--- config.mk ---
export PLATFORM = sky130hd
export DESIGN_NAME = nibble_serial_adder_ctrl
export DESIGN_NICKNAME = d
export VERILOG_FILES = /design/src/rtl/nibble_serial_adder_ctrl.sv
export SDC_FILE = /design/constraint.sdc
export NUM_CORES = 1
export LEC_CHECK = 0
export CORE_ASPECT_RATIO = 0.75
export CORE_MARGIN = 10
export CORE_UTILIZATION = 40
export CTS_BUF_LIST = sky130_fd_sc_hd__clkbuf_8 sky130_fd_sc_hd__clkbuf_16
export CTS_CLUSTER_SIZE = 10
export DETAILED_ROUTE_END_ITERATION = 8
export HOLD_SLACK_MARGIN = 0.03
export PLACE_DENSITY = 0.66
export SETUP_SLACK_MARGIN = 0.02
export SYNTH_ARGS = -nofsm -noshare
export SYNTH_HDL_FRONTEND = slang
export SYNTH_SLANG_ARGS = --single-unit
--- constraint.sdc ---
create_clock -name clk -period 4.8 [get_ports clk]
set_input_delay 1.44 -clock clk [delete_from_list [all_inputs] [get_ports clk]]
set_output_delay 1.44 -clock clk [all_outputs]
set_load 0.1 [all_outputs]
--- src/rtl/nibble_serial_adder_ctrl.sv ---
// Wide adder sequencer: feeds one nibble per cycle, LSB first, to an external
// combinational 4-bit adder, and chains its carry through carry_r.
module nibble_serial_adder_ctrl #(
  parameter int NUM_NIBBLES = 4,
  parameter int WIDTH       = 4 * NUM_NIBBLES
) (
  input  logic             clk,
  input  logic             rst_n,
  input  logic             in_valid,
  output logic             in_ready,
  input  logic [WIDTH-1:0] in_a,
  input  logic [WIDTH-1:0] in_b,
  input  logic             in_cin,
  output logic [3:0]       add_a,
  output logic [3:0]       add_b,
  output logic             add_cin,
  input  logic [3:0]       add_sum,
  input  logic             add_carry,
  output logic             out_valid,
  input  logic             out_ready,
  output logic [WIDTH-1:0] out_sum,
  output logic             out_carry,
  output logic             out_ovf
);

  localparam int IDX_W = $clog2(NUM_NIBBLES);
  localparam logic [IDX_W-1:0] LAST_IDX = IDX_W'(NUM_NIBBLES - 1);

  // Handshakes: a transfer happens on a rising edge where valid && ready are
  // both high; valid never depends on ready within the same cycle.
  typedef enum logic [1:0] {
    IDLE = 2'd0,
    RUN  = 2'd1,
    DONE = 2'd2
  } state_t;

  state_t             state;
  state_t             state_next;
  logic [WIDTH-1:0]   op_a;
  logic [WIDTH-1:0]   op_b;
  logic [WIDTH-1:0]   result;
  logic [WIDTH-1:0]   result_next;
  logic [IDX_W-1:0]   idx;
  logic               carry_r;
  logic               last_nibble;
  logic               ovf_next;
  logic [WIDTH-1:0]   out_sum_r;
  logic               out_carry_r;
  logic               out_ovf_r;

  always_ff @(posedge clk or negedge rst_n) begin
    if (!rst_n) begin
      state <= IDLE;
    end else begin
      state <= state_next;
    end
  end

  always_comb begin
    state_next  = state;
    in_ready    = 1'b0;
    out_valid   = 1'b0;
    add_a       = 4'd0;
    add_b       = 4'd0;
    add_cin     = 1'b0;
    last_nibble = 1'b0;
    case (state)
      IDLE: begin
        in_ready = 1'b1;
        if (in_valid) begin
          state_next = RUN;
        end
      end
      RUN: begin
        add_a       = op_a[4*idx +: 4];
        add_b       = op_b[4*idx +: 4];
        add_cin     = carry_r;
        last_nibble = (idx == LAST_IDX);
        if (last_nibble) begin
          state_next = DONE;
        end
      end
      DONE: begin
        out_valid = 1'b1;
        if (out_ready) begin
          state_next = IDLE;
        end
      end
      default: state_next = IDLE;
    endcase
  end

  // Partial result with the current adder slice merged in; on the last
  // nibble this is the complete sum.
  always_comb begin
    result_next = result;
    if (state == RUN) begin
      result_next[4*idx +: 4] = add_sum;
    end
  end

  // Carry into bit 3 is recovered from the MSB's sum bit and its inputs.
  assign ovf_next = add_carry ^ (add_a[3] ^ add_b[3] ^ add_sum[3]);

  always_ff @(posedge clk or negedge rst_n) begin
    if (!rst_n) begin
      op_a        <= '0;
      op_b        <= '0;
      result      <= '0;
      idx         <= '0;
      carry_r     <= 1'b0;
      out_sum_r   <= '0;
      out_carry_r <= 1'b0;
      out_ovf_r   <= 1'b0;
    end else begin
      case (state)
        IDLE: begin
          if (in_valid) begin
            op_a    <= in_a;
            op_b    <= in_b;
            carry_r <= in_cin;
            idx     <= '0;
          end
        end
        RUN: begin
          result  <= result_next;
          carry_r <= add_carry;
          idx     <= idx + 1'b1;
          if (last_nibble) begin
            out_sum_r   <= result_next;
            out_carry_r <= add_carry;
            out_ovf_r   <= ovf_next;
          end
        end
        default: ;
      endcase
    end
  end

  assign out_sum   = out_sum_r;
  assign out_carry = out_carry_r;
  assign out_ovf   = out_ovf_r;

endmodule

**Word-level counts from Yosys, hierarchy flattened**

Index checks and enable logic that the tools add are counted.

- Muxes and demuxes: 15
- Eq/ne operators: 6
- Bitwise logic cells: 3
- Shift operators: 4
- Add/subtract/negate cells: 2
- Reductions and logical operators: 6

Operators by type and width:

| kind | count |
|---|---|
| negation 4 -> 34 bit | 1 |
| variable shift 4 x 34 -> 16 bit (first input constant) | 1 |
| indexed part select 4 x 34 -> 16 bit | 1 |
| indexed part select 16 x 5 -> 4 bit | 2 |
| bitwise mux 16 bit | 1 |
| two-way mux 2 bit | 4 |
| two-way mux 4 bit | 2 |
| inequality test 2 bit (second input constant) | 3 |
| one-hot mux 2 bit (3 select lines) | 1 |
| AND reduction 2 bit | 3 |
| two-way mux 1 bit | 5 |
| == test 2 bit (second input constant) | 2 |
| one-hot mux 2 bit (2 select lines) | 1 |
| AND reduction 3 bit | 1 |
| XOR 1 bit | 3 |
| adder 2 x 1 -> 2 bit (second input constant) | 1 |
| == test 2 x 1 -> 1 bit (second input constant) | 1 |
| zero test 2 bit | 1 |
| one-hot mux 1 bit (2 select lines) | 1 |
| nonzero test 2 bit | 1 |

- Register bits after elaboration: 71
- Logic and storage cells: 45
- Input bits: 42
- Output and inout port bits: 29

**Longest topological paths before layout**

Gate-level depths: netlist (run 1).

- Depth after elaboration: 5
- Depth in mapped cells: 7
- Depth with buffers taken out: 5

**Least setup slack after synthesis (run 1)**

No wires, ideal clock.

- Path type: register to output
- Start: register state[1]
- End: output port add_a[0]
- Arrival time: 1801 ps
- Path buffers: 2
- Slack: 1559 ps
- Stages on the path, launching flop included: 5
- Data required time: 3360 ps
- Path through: dfrtp_1 -> and2b_1 -> buf_2 -> clkbuf_1 -> and2_1

- Longest elaborated chain between the ends: 2

RTL lines:

| what | RTL line | text |
|---|---|---|
| from (decl) | 37 | `state_t state;` |
| from (signal assigned) | 55 | `state <= state_next;` |
| == test 2 x 1 -> 1 bit | 67 | `case (state)` |
| two-way mux 4 bit | 67 |  |
| to (decl) | 14 | `output logic [3:0] add_a,` |

No other way between the ends.

**Final worst setup path (run 1)**

- Start: register idx[0]
- End: output port add_b[3]

- Longest elaborated chain between the ends: 2

RTL lines:

| what | RTL line | text |
|---|---|---|
| from (decl) | 43 | `logic [IDX_W-1:0] idx;` |
| from (signal assigned) | 128 | `idx <= idx + 1'b1;` |
| indexed part select 16 x 5 -> 4 bit | 76 | `add_b = op_b[4*idx +: 4];` |
| two-way mux 4 bit | 67 |  |
| to (decl) | 15 | `output logic [3:0] add_b,` |

No other way between the ends.

==> results.sh, run 1 <==
export IMPL_status="completed"
export IMPL_vias_per_cell=5.14
export IMPL_path_cells="mux4_1 > and2_1 > buf_4"
export IMPL_cts_tree="built"
export IMPL_clkTransAtPathRegs_ns=0.07
export IMPL_final_antenna_net_count=0
export IMPL_grt_pass1_vias=2235
export IMPL_syn_to_final_growth_pct=30.4
export IMPL_seq_area_frac_synth=0.544
export IMPL_whs_path_depth=2
export IMPL_fin_crit_ns=3.62
export IMPL_finalSetupViolCount=0
export IMPL_grt_max_degree=68
export IMPL_synth_cells=231
export IMPL_async_reset_ff_frac=1.00
export IMPL_arrival_ns=2.18
export IMPL_startpoint_type="flip-flop"
export IMPL_crit_slowest_cell="dfrtp_1"
export IMPL_clkLatencyLatePin_ns=0.34
export IMPL_ff2ff_setup_slack_ns=1.81
export IMPL_grt_antenna_before_repair=0
export IMPL_cp_startpoint="idx[0]"
export IMPL_ios=71
export IMPL_r2r_worst_path_cells=5
export IMPL_final_max_slew_violation_count=0
export IMPL_drive_gt1_frac=0.222
export IMPL_maxSlewHeadroom=0.191
export IMPL_grt_usage=0.123
export IMPL_cts_buffers=9
export IMPL_reg2reg_to="out_sum[1]"
export IMPL_synthFlopType="dfrtp_1"
export IMPL_holdCritStartpoint="out_sum[4]"
export IMPL_rsz0062_at_grt="false"
export IMPL_hold_buffers=0
export IMPL_core_area_sq_um=7430
export IMPL_max_cap_viol_count=0
export IMPL_synth_edf_count=0
export IMPL_drc=0
export IMPL_grt_pass1_wl_um=11200
export IMPL_ys_warn_count=0
export IMPL_mostFrequentLayoutCells="dfrtp_1 (67), clkdlybuf4s50_1 (60), mux2_2 (33)"
export IMPL_fin_crit_sh=0.754
export IMPL_rows=27
export IMPL_synth_nets=278
export IMPL_start_util=0.415
export IMPL_fin_worst_skew_ns=0.00478
export IMPL_tightest_slew_ns=1.20
export IMPL_gp_congestion=0.717
export IMPL_hp_class="flip-flop to flip-flop"
export IMPL_finalHoldViolCount=0
export IMPL_drt_iter0_markers=93
export IMPL_port_buffers=70
export IMPL_wl_um=6860
export IMPL_r2r_start="idx[0]"
export IMPL_worstHoldEndpoint="out_sum[4]"
export IMPL_first_pass_iters=4
export IMPL_path_max_fanout=14
export IMPL_grt_overflow=0
export IMPL_ctsResizeCount=0
export IMPL_critPathMaxStageDelay_ns=0.75
export IMPL_avgSynthCellArea_sq_um=13.4
export IMPL_die_w_um=121
export IMPL_cts_root_buf="clkbuf_8"
export IMPL_die_area_sq_um=11700
export IMPL_n_antenna_cell=0
export IMPL_num_vias=2070
export IMPL_synth_area_sq_um=3080
export IMPL_die_height_um=96.0
export IMPL_final_nets=344
export IMPL_dp_hpwl_um=4890
export IMPL_layout_commonest_cell="dfrtp_1"
export IMPL_clockBufferDepth=2
export IMPL_tns_ns=0
export IMPL_cts_sinks=67
export IMPL_cp_end_kind="output port"
export IMPL_htreeDepth=3
export IMPL_synth_cell_types=38
export IMPL_wire_per_inst_um=17.0
export IMPL_cp_required_ns=3.36
export IMPL_cts_post_setup_buffers_inserted=0
export IMPL_criticalPathCategory="flip-flop to output port"
export IMPL_ys_ff_latch=67
export IMPL_max_freq_ghz=0.276
registers in the layout, summed over array words and instances (netlist names):
signal,flops
out_sum,16
out_ovf,1
carry_r,1
op_a,16
out_carry,1
result,12
state,2
op_b,16
idx,2
cells by family (layout without fill, tap and decap cells):
family,count (synthesis),count (layout),synth area share
simple gates,47,47,0.0921
fa+ha+maj,5,5,0.0203
xor+xnor,2,2,0.0101
flops,67,67,0.544
compound gates,46,46,0.113
mux,41,41,0.185
buf+inv,23,94,0.0357
layer usage:
layer	global-route usage	vias up	share of wire
met5	0	-	0
met4	0.0515	0	0.013
met3	0.0474	6	0.060
met2	0.191	53	0.45
met1	0.153	1017	0.47
li1	-	994	-
cell type report:
cell class	count	area [sq um]
inverter	5	18.8
multi-input combinational	141	1300
clock inverter	7	78.8
clock buffer	9	124
timing repair buffer	73	696
fill	644	3410
tap	101	126
sequential	67	1680
synthesized netlist by cell type (5+ instances only):
library cell,instances,share of area
a32o_1,12,0.039
a32oi_1,8,0.023
and2_1,11,0.022
buf_2,10,0.016
clkbuf_1,6,0.0073
dfrtp_1,67,0.54
ha_1,5,0.020
inv_1,5,0.0061
mux2_2,33,0.12
mux4_1,5,0.043
nand2_1,17,0.021
o21ai_0,14,0.023
worst max-delay path by stage:
| stage | endpoint | slack, ns | cells past startpoint |
|---|---|---|---|
| after global routing | add_b[3] | 1.03 | 3 |
| after global placement | add_b[3] | 1.51 | 3 |
| after detailed placement | add_b[3] | 1.49 | 3 |
| after CTS | add_b[3] | 1.11 | 3 |
| final | add_b[3] | 1.18 | 3 |
| after floorplan | add_a[0] | 1.56 | 4 |
worst max-delay path, delay by kind of cell, from the launching register on:
| kind | cells | cell delay (ns) |
|---|---|---|
| flops | 1 | 0.75 |
| mux | 1 | 0.68 |
| buf+inv | 1 | 0.23 |
| simple gates | 1 | 0.18 |
through the flow:
step | setup WS, ns | area (sq um) | cells | utilization | hold WS, ns
5_1_grt | 1.03 | 4020 | 403 | 0.541 | 0.504
6_report | 1.18 | 4020 | 403 | 0.541 | 0.481
2_1_floorplan | 1.56 | 3080 | 231 | - | 0.458
3_5_place_dp | 1.49 | 3820 | 387 | 0.514 | 0.474
4_1_cts | 1.11 | 4020 | 403 | 0.541 | 0.487
3_3_place_gp | 1.51 | 3820 | 387 | 0.514 | 0.466
Power of run 1 is not shown: default switching activity piles up to over one toggle a cycle in this logic, so the estimate is an artifact.
==> inputs of run 2 (changes only) <==
Clock period 4.8 ns to 3.42 ns, I/O delays scaled along.
==> run 2 against run 1 <==
Effect of this change:
- design area increased by 2.4%
- register-to-register slack got worse by 0.81 ns
- global-route usage barely moved
- via count is 0.14% lower
- critical path depth unchanged
- largest cell class unchanged
- highest routed layer unchanged
==> results.sh, run 2 (synthesized netlist as in run 1, its figures left out) <==
export IMPL_r2r_start="idx[0]"
export IMPL_start_util=0.415
export IMPL_whs_path_depth=2
export IMPL_path_max_fanout=14
export IMPL_rsz0062_at_grt="false"
export IMPL_nFillCells=626
export IMPL_mostFrequentLayoutCells="dfrtp_1 (67), clkdlybuf4s50_1 (40), mux2_2 (33)"
export IMPL_wire_per_inst_um=17.1
export IMPL_finalHoldViolCount=0
export IMPL_drt_iter0_markers=125
export IMPL_core_area_sq_um=7430
export IMPL_syn_to_final_growth_pct=33.5
export IMPL_arrival_ns=2.18
export IMPL_wl_um=6940
export IMPL_cts_tree="built"
export IMPL_cts_buffers=9
export IMPL_htreeDepth=3
export IMPL_startpoint_type="flip-flop"
export IMPL_port_buffers=70
export IMPL_seq_area_sq_um=1680
export IMPL_cp_end_kind="output port"
export IMPL_first_pass_iters=4
export IMPL_holdCritStartpoint="out_sum[4]"
export IMPL_fin_worst_skew_ns=0.00849
export IMPL_final_max_slew_violation_count=0
export IMPL_fin_crit_sh=0.937
export IMPL_clockBufferDepth=2
export IMPL_dpl_cell_area_sq_um=3910
export IMPL_post_route_util=0.554
export IMPL_finalSetupViolCount=0
export IMPL_endpoint="add_b[3]"
export IMPL_grt_pass1_vias=2162
export IMPL_grt_pass1_wl_um=11400
export IMPL_cts_post_setup_buffers_inserted=0
export IMPL_status="completed"
export IMPL_grt_overflow=0
export IMPL_reg2reg_to="out_sum[3]"
export IMPL_dp_hpwl_um=4990
export IMPL_clkTransAtPathRegs_ns=0.07
export IMPL_ff2ff_setup_slack_ns=1.00
export IMPL_tns_ns=0
export IMPL_cp_required_ns=2.39
export IMPL_criticalPathCategory="flip-flop to output port"
export IMPL_vias_per_cell=5.10
export IMPL_hp_class="flip-flop to flip-flop"
export IMPL_fin_crit_ns=3.20
export IMPL_hold_buffers=0
export IMPL_die_area_sq_um=11700
export IMPL_rows=27
export IMPL_final_antenna_net_count=0
export IMPL_drc=0
export IMPL_grt_usage=0.124
export IMPL_cts_root_buf="clkbuf_8"
export IMPL_maxSlewHeadroom=0.476
export IMPL_grt_antenna_before_repair=0
export IMPL_die_w_um=121
export IMPL_layout_commonest_cell="dfrtp_1"
export IMPL_drive_gt1_frac=0.306
export IMPL_ios=71
export IMPL_finalInstanceArea_sq_um=4120
export IMPL_cts_sinks=67
export IMPL_ctsResizeCount=0
export IMPL_final_nets=346
export IMPL_multi_input_area_sq_um=1300
export IMPL_max_freq_ghz=0.312
export IMPL_cp_startpoint="idx[0]"
export IMPL_n_antenna_cell=0
export IMPL_num_vias=2067
export IMPL_grt_max_degree=38
export IMPL_die_height_um=96.0
export IMPL_r2r_worst_path_cells=6
export IMPL_clkLatencyLatePin_ns=0.34
export IMPL_max_cap_viol_count=0
export IMPL_tightest_slew_ns=0.785
export IMPL_gp_congestion=0.729
==> run 2: worst min-delay path by stage <==
| stage | endpoint | slack, ns |
|---|---|---|
| floorplan | result[0] | 0.46 |
| global placement | result[3] | 0.47 |
| detailed placement | out_sum[7] | 0.48 |
| CTS | out_sum[7] | 0.49 |
| global route | out_sum[6] | 0.51 |
| finish | out_sum[4] | 0.49 |
==> run 2: layer usage <==
metal	up-vias	wire, um	track usage
met5	-	0	0
met4	0	91	0.0446
met3	7	408	0.0520
met2	47	3220	0.185
met1	1020	3220	0.158
li1	993	-	-
==> run 2: layout make-up <==
type | instances | area share
clock buffer | 9 | 0.0301
clock inverter | 7 | 0.0204
inverter | 5 | 0.00456
multi-input combinational | 141 | 0.316
sequential | 67 | 0.407
tap | 101 | 0.0307
timing repair buffer | 75 | 0.191
==> run 2: critical path, stage by stage (launching register included) <==
cell and delay, ns:
dfrtp_1 0.77, mux4_1 0.68, and2_1 0.21, buf_12 0.17
==> run 2: through the flow <==
| stage | std cells | hold slack [ns] | setup slack, ns |
|---|---|---|---|
| 2_1_floorplan | 231 | 0.458 | 0.593 |
| 3_3_place_gp | 389 | 0.466 | 0.558 |
| 3_5_place_dp | 389 | 0.477 | 0.538 |
| 4_1_cts | 405 | 0.492 | 0.159 |
| 5_1_grt | 405 | 0.513 | 0.0858 |
| 6_report | 405 | 0.485 | 0.217 |
Power of run 2 is left out for the same reason.
==> inputs of run 3 (changes only) <==
Settings changed: CTS_CLUSTER_SIZE 10 to 20.
==> results of run 3 <==
Final layout, timing and power as in run 2 (identical DEF).
Power of run 3 is left out for the same reason.
==> patch 1 (flow settings as in run 1) <==
Re-encode `state_t` (3 states) as one-hot, 3 bits wide.
--- a/src/rtl/nibble_serial_adder_ctrl.sv
+++ b/src/rtl/nibble_serial_adder_ctrl.sv
@@ -28,10 +28,10 @@
 
   // Handshakes: a transfer happens on a rising edge where valid && ready are
   // both high; valid never depends on ready within the same cycle.
-  typedef enum logic [1:0] {
-    IDLE = 2'd0,
-    RUN  = 2'd1,
-    DONE = 2'd2
+  typedef enum logic [2:0] {
+    IDLE = 3'b001,
+    RUN  = 3'b010,
+    DONE = 3'b100
   } state_t;
 
   state_t             state;
Check against the original RTL: no difference found for any inputs over 10 cycles, from zero or initial values and one cycle with rst_n low; not proved beyond that.
==> patch 1 against run 1 <==
Sequential cell count rose by 1; design area rose by 1.4%; synthesized area rose by 2.3%; setup slack got worse by 0.13 ns; non-clock buffer count rose by 1; worst hold slack got worse by 0.0040 ns; wire length rose by 5.8%; critical endpoint is now in_ready.
==> patch 1: results <==
[global_route]
grt_pass1_vias = 2249
grt_max_degree = 38
gr-usage-met3 = 0.0487
track_usage = 0.127
grt_util_met2 = 0.180
use_met1 = 0.170
grt_pass1_wl_mm = 11.9

[worst_setup_path]
timing.rr.end = result[10]
cp-startpoint = state[0]
cp_slowest_cell = clkdlybuf4s50_1
crit_arrival_ns = 2.31
critPathMaxStageDelay_ns = 1.16
critical_path_class = reg2out
setup.worst_path.end = in_ready
ff2ff_setup_slack_ns = 2.29
critPathMaxFanout = 6

[finish]
area_delta_synth_final_pct = 29.3
num-nets-final = 354
n_fill_cell = 684
drive_above_1_share = 0.160

[placed_design]
gp_congestion = 0.768
place_hpwl_mm = 5.26
post-place-cells = 396
place_ws_ns = 1.41
placed_area_um2 = 3880

[yosys]
synthTopCellsByCount = dfrtp_1 (67), mux2_1 (27), nand2_1 (20)
ys_seq_area_frac = 0.540
synth_cell_types = 39
synthDominantCellAreaShare = 0.532
yosys-top-cells-area = dfrtp_1 (53%), mux2_1 (9.6%), mux4_2 (5.0%)
synthesis.nets = 288
syn_inst = 241

[hold_path]
hp-start = out_sum[6]
hold_end = out_sum[6]

[sta]
worst_hold_slack_ns = 0.477
layout_min_cycle_time_ns = 3.75
worst_slew_pin_slew_ns = 0.987
clock_skew_ns = 0.00758

[status]
outcome = finished, final reports clean

[routing]
wl_met2_mm = 3.20
drt_iter0_drc = 151
wl_mm = 7.25
num_vias = 2125
dr_wl_met3_um = 539
wl_per_cell_um = 17.6
drt-met1-wl_mm = 3.44
==> patch 1: layout make-up <==
cell class | count | share of cell area
sequential | 68 | 0.417
multi-input combinational | 149 | 0.327
timing repair buffer | 74 | 0.174
clock buffer | 12 | 0.0405
tap | 101 | 0.0310
clock inverter | 4 | 0.00552
inverter | 5 | 0.00460
==> patch 1: cells by family (layout without fill, tap and decap cells) <==
group | Yosys count | in the layout | synth area share
and+or+nand+nor | 54 | 54 | 0.104
xor gates and xnor gates | 2 | 2 | 0.00992
muxes | 44 | 44 | 0.186
adders and majority gates | 5 | 5 | 0.0198
buffers and inverters | 24 | 95 | 0.0397
DFF | 68 | 68 | 0.540
AOI/OAI and AO/OA | 44 | 44 | 0.101
==> patch 1: worst max-delay path: cells and delay by family, from the launching register on <==
kind                   cells  cell delay (ns)
buffers and inverters      2             1.23
AND/OR/NAND/NOR            1             0.14
flip-flops                 1             0.59
==> patch 2 (settings of run 1) <==
Without the edit above. The parameter `NUM_NIBBLES` goes from 4 to 16.
--- a/src/rtl/nibble_serial_adder_ctrl.sv
+++ b/src/rtl/nibble_serial_adder_ctrl.sv
@@ -1,7 +1,7 @@
 // Wide adder sequencer: feeds one nibble per cycle, LSB first, to an external
 // combinational 4-bit adder, and chains its carry through carry_r.
 module nibble_serial_adder_ctrl #(
-  parameter int NUM_NIBBLES = 4,
+  parameter int NUM_NIBBLES = 16,
   parameter int WIDTH       = 4 * NUM_NIBBLES
 ) (
   input  logic             clk,
Interface: changed (resized in_a, in_b and out_sum); port bits go from 71 to 215. The function was not compared with the original's and may differ.
==> patch 2 against run 1 <==
Setup slack got worse by 0.73 ns; wire length rose to 4.6 times the old value; critical endpoint is now add_a[0]; largest cell class unchanged; sequential cell count rose by 198; die area rose to 3.2 times the old value; design area rose to 3.8 times the old value; synthesized area rose to 3.9 times the old value; critical path type unchanged.
Power is not shown: default switching activity piles up to over one toggle a cycle in this logic, so the estimate is an artifact.
==> patch 2: results <==
[worst_setup_path]
cp_slowest_cell = dfrtp_2
crit_arrival_ns = 2.91
path_delay_family = multiplexers
critPathMaxStageDelay_ns = 0.68
critPathMaxFanout = 24

[routing]
dr_wl_met3_mm = 1.59
wl_met2_mm = 13.8
drt_iter0_drc = 636
drt-met1-wl_mm = 15.7
wl_mm = 31.7
num_vias = 7714
drtPass1Iterations = 5
routed.top_layer = met4

[global_route]
grt_pass1_vias = 8276
grt_pass1_wl_mm = 50.2
grt_max_degree = 94
antenna_found_initial = 0
track_usage = 0.167

[hold_path]
hp-class = reg2reg

[yosys]
synthTopCellsByCount = dfrtp_1 (265), mux2_2 (192), nand2_1 (77)
synth_xor_area_frac = 0.00278
ys_seq_area_frac = 0.546
synth_cell_types = 47
postSynth.asyncResetShare = 1.00
synthesis.nets = 1045
muxShareOfSynthArea = 0.306
synth_compound_area_frac = 0.0363
yosys-top-cells-area = dfrtp_1 (55%), mux2_2 (18%), mux4_2 (7.0%)
ys_warn_count = 0
synth_adder_area_share = 0.00515

[clock_tree]
clk_latency_ns = 0.56
post_cts_buffers = 0
numCtsBuffers = 30
h-tree-depth = 1
ctsRootBufferMaster = clkbuf_16
clk_pin_slew_ns = 0.06
clockBufferDepth = 3

[sta]
slew_headroom = 0.270
clock_skew_ns = 0.0199

[placed_design]
placed_area_um2 = 14600
place_hpwl_mm = 23.0
gp_congestion = 0.771
numPortBuffers = 214
place_ws_ns = 0.747

[status]
outcome = finished, final reports clean

[finish]
n_fill_cell = 2562
diodes = 0
drive_above_1_share = 0.277
num-nets-final = 1234

[run]
maxCapViolCount = 0
-- patch 2: cell types whose count changed after synthesis, sizes merged, moves of 15 or more --
| cell | change |
|---|---|
| buf | +18 |
| clkbuf | +36 |
| dfrtp | +198 |
| mux2 | +159 |
| mux2i | +67 |
| mux4 | +31 |
| nand2 | +60 |
| nor3 | +15 |
| o21ai | +55 |
-- patch 2: worst reg2reg max path, cell delays in order (launching register included) --
cell and delay (ns):
dfrtp_4 0.77, buf_4 0.26, inv_1 0.10, ha_1 0.28, xnor2_1 0.77, and3_1 0.45
and2_0 0.32, mux2_2 0.37
-- patch 2: stage by stage --
step                       util  instances
final                     0.513       1494
after global placement    0.486       1458
after floorplan               -        902
after CTS                 0.513       1494
after detailed placement  0.486       1458
after global routing      0.513       1494
-- patch 2: worst paths after layout --
check | start | endpoint | slack, ns | cells past startpoint
worst max-delay path | idx[1] | add_a[0] | 0.45 | 5
worst min-delay path | out_sum[62] | out_sum[62] | 0.48 | 2
worst max register to register | idx[0] | result[15] | 1.37 | 7
worst min register to register | out_sum[62] | out_sum[62] | 0.48 | 2
max in group asynchronous | rst_n | out_sum[23] | 2.91 | 2
min in group asynchronous | rst_n | op_a[20] | 0.90 | 1
-- patch 2: cells by family after synthesis --
| logic type | Yosys count |
|---|---|
| adders and majority gates | 5 |
| DFF | 265 |
| xor gates and xnor gates | 3 |
| and+or+nand+nor | 173 |
| muxes | 298 |
| buffers and inverters | 76 |
| AOI/OAI and AO/OA | 82 |
-- patch 2: final cells by class --
class	instances	area [um2]	area share
well taps	399	499	0.0324
flip-flops and latches	265	6640	0.430
inverters	4	15.0	0.000974
clock inverters	3	11.3	0.000730
repair buffers	229	2290	0.148
clock buffers	33	803	0.0521
multi-input cells	561	5170	0.335
-- patch 2: timing repair --
item | 4_1_cts | 5_1_grt
setup endpoints to repair | 0 | 1
hold buffers | 0 | 0
gates resized for setup | 0 | 1
endpoints found under the hold margin | 0 | 0
-- patch 2: layer usage --
metal / GRT usage / up-vias
li1: - / 3582
met4: 0.0371 / 0
met2: 0.248 / 154
met5: 0 / -
met1: 0.246 / 3922
met3: 0.0355 / 56
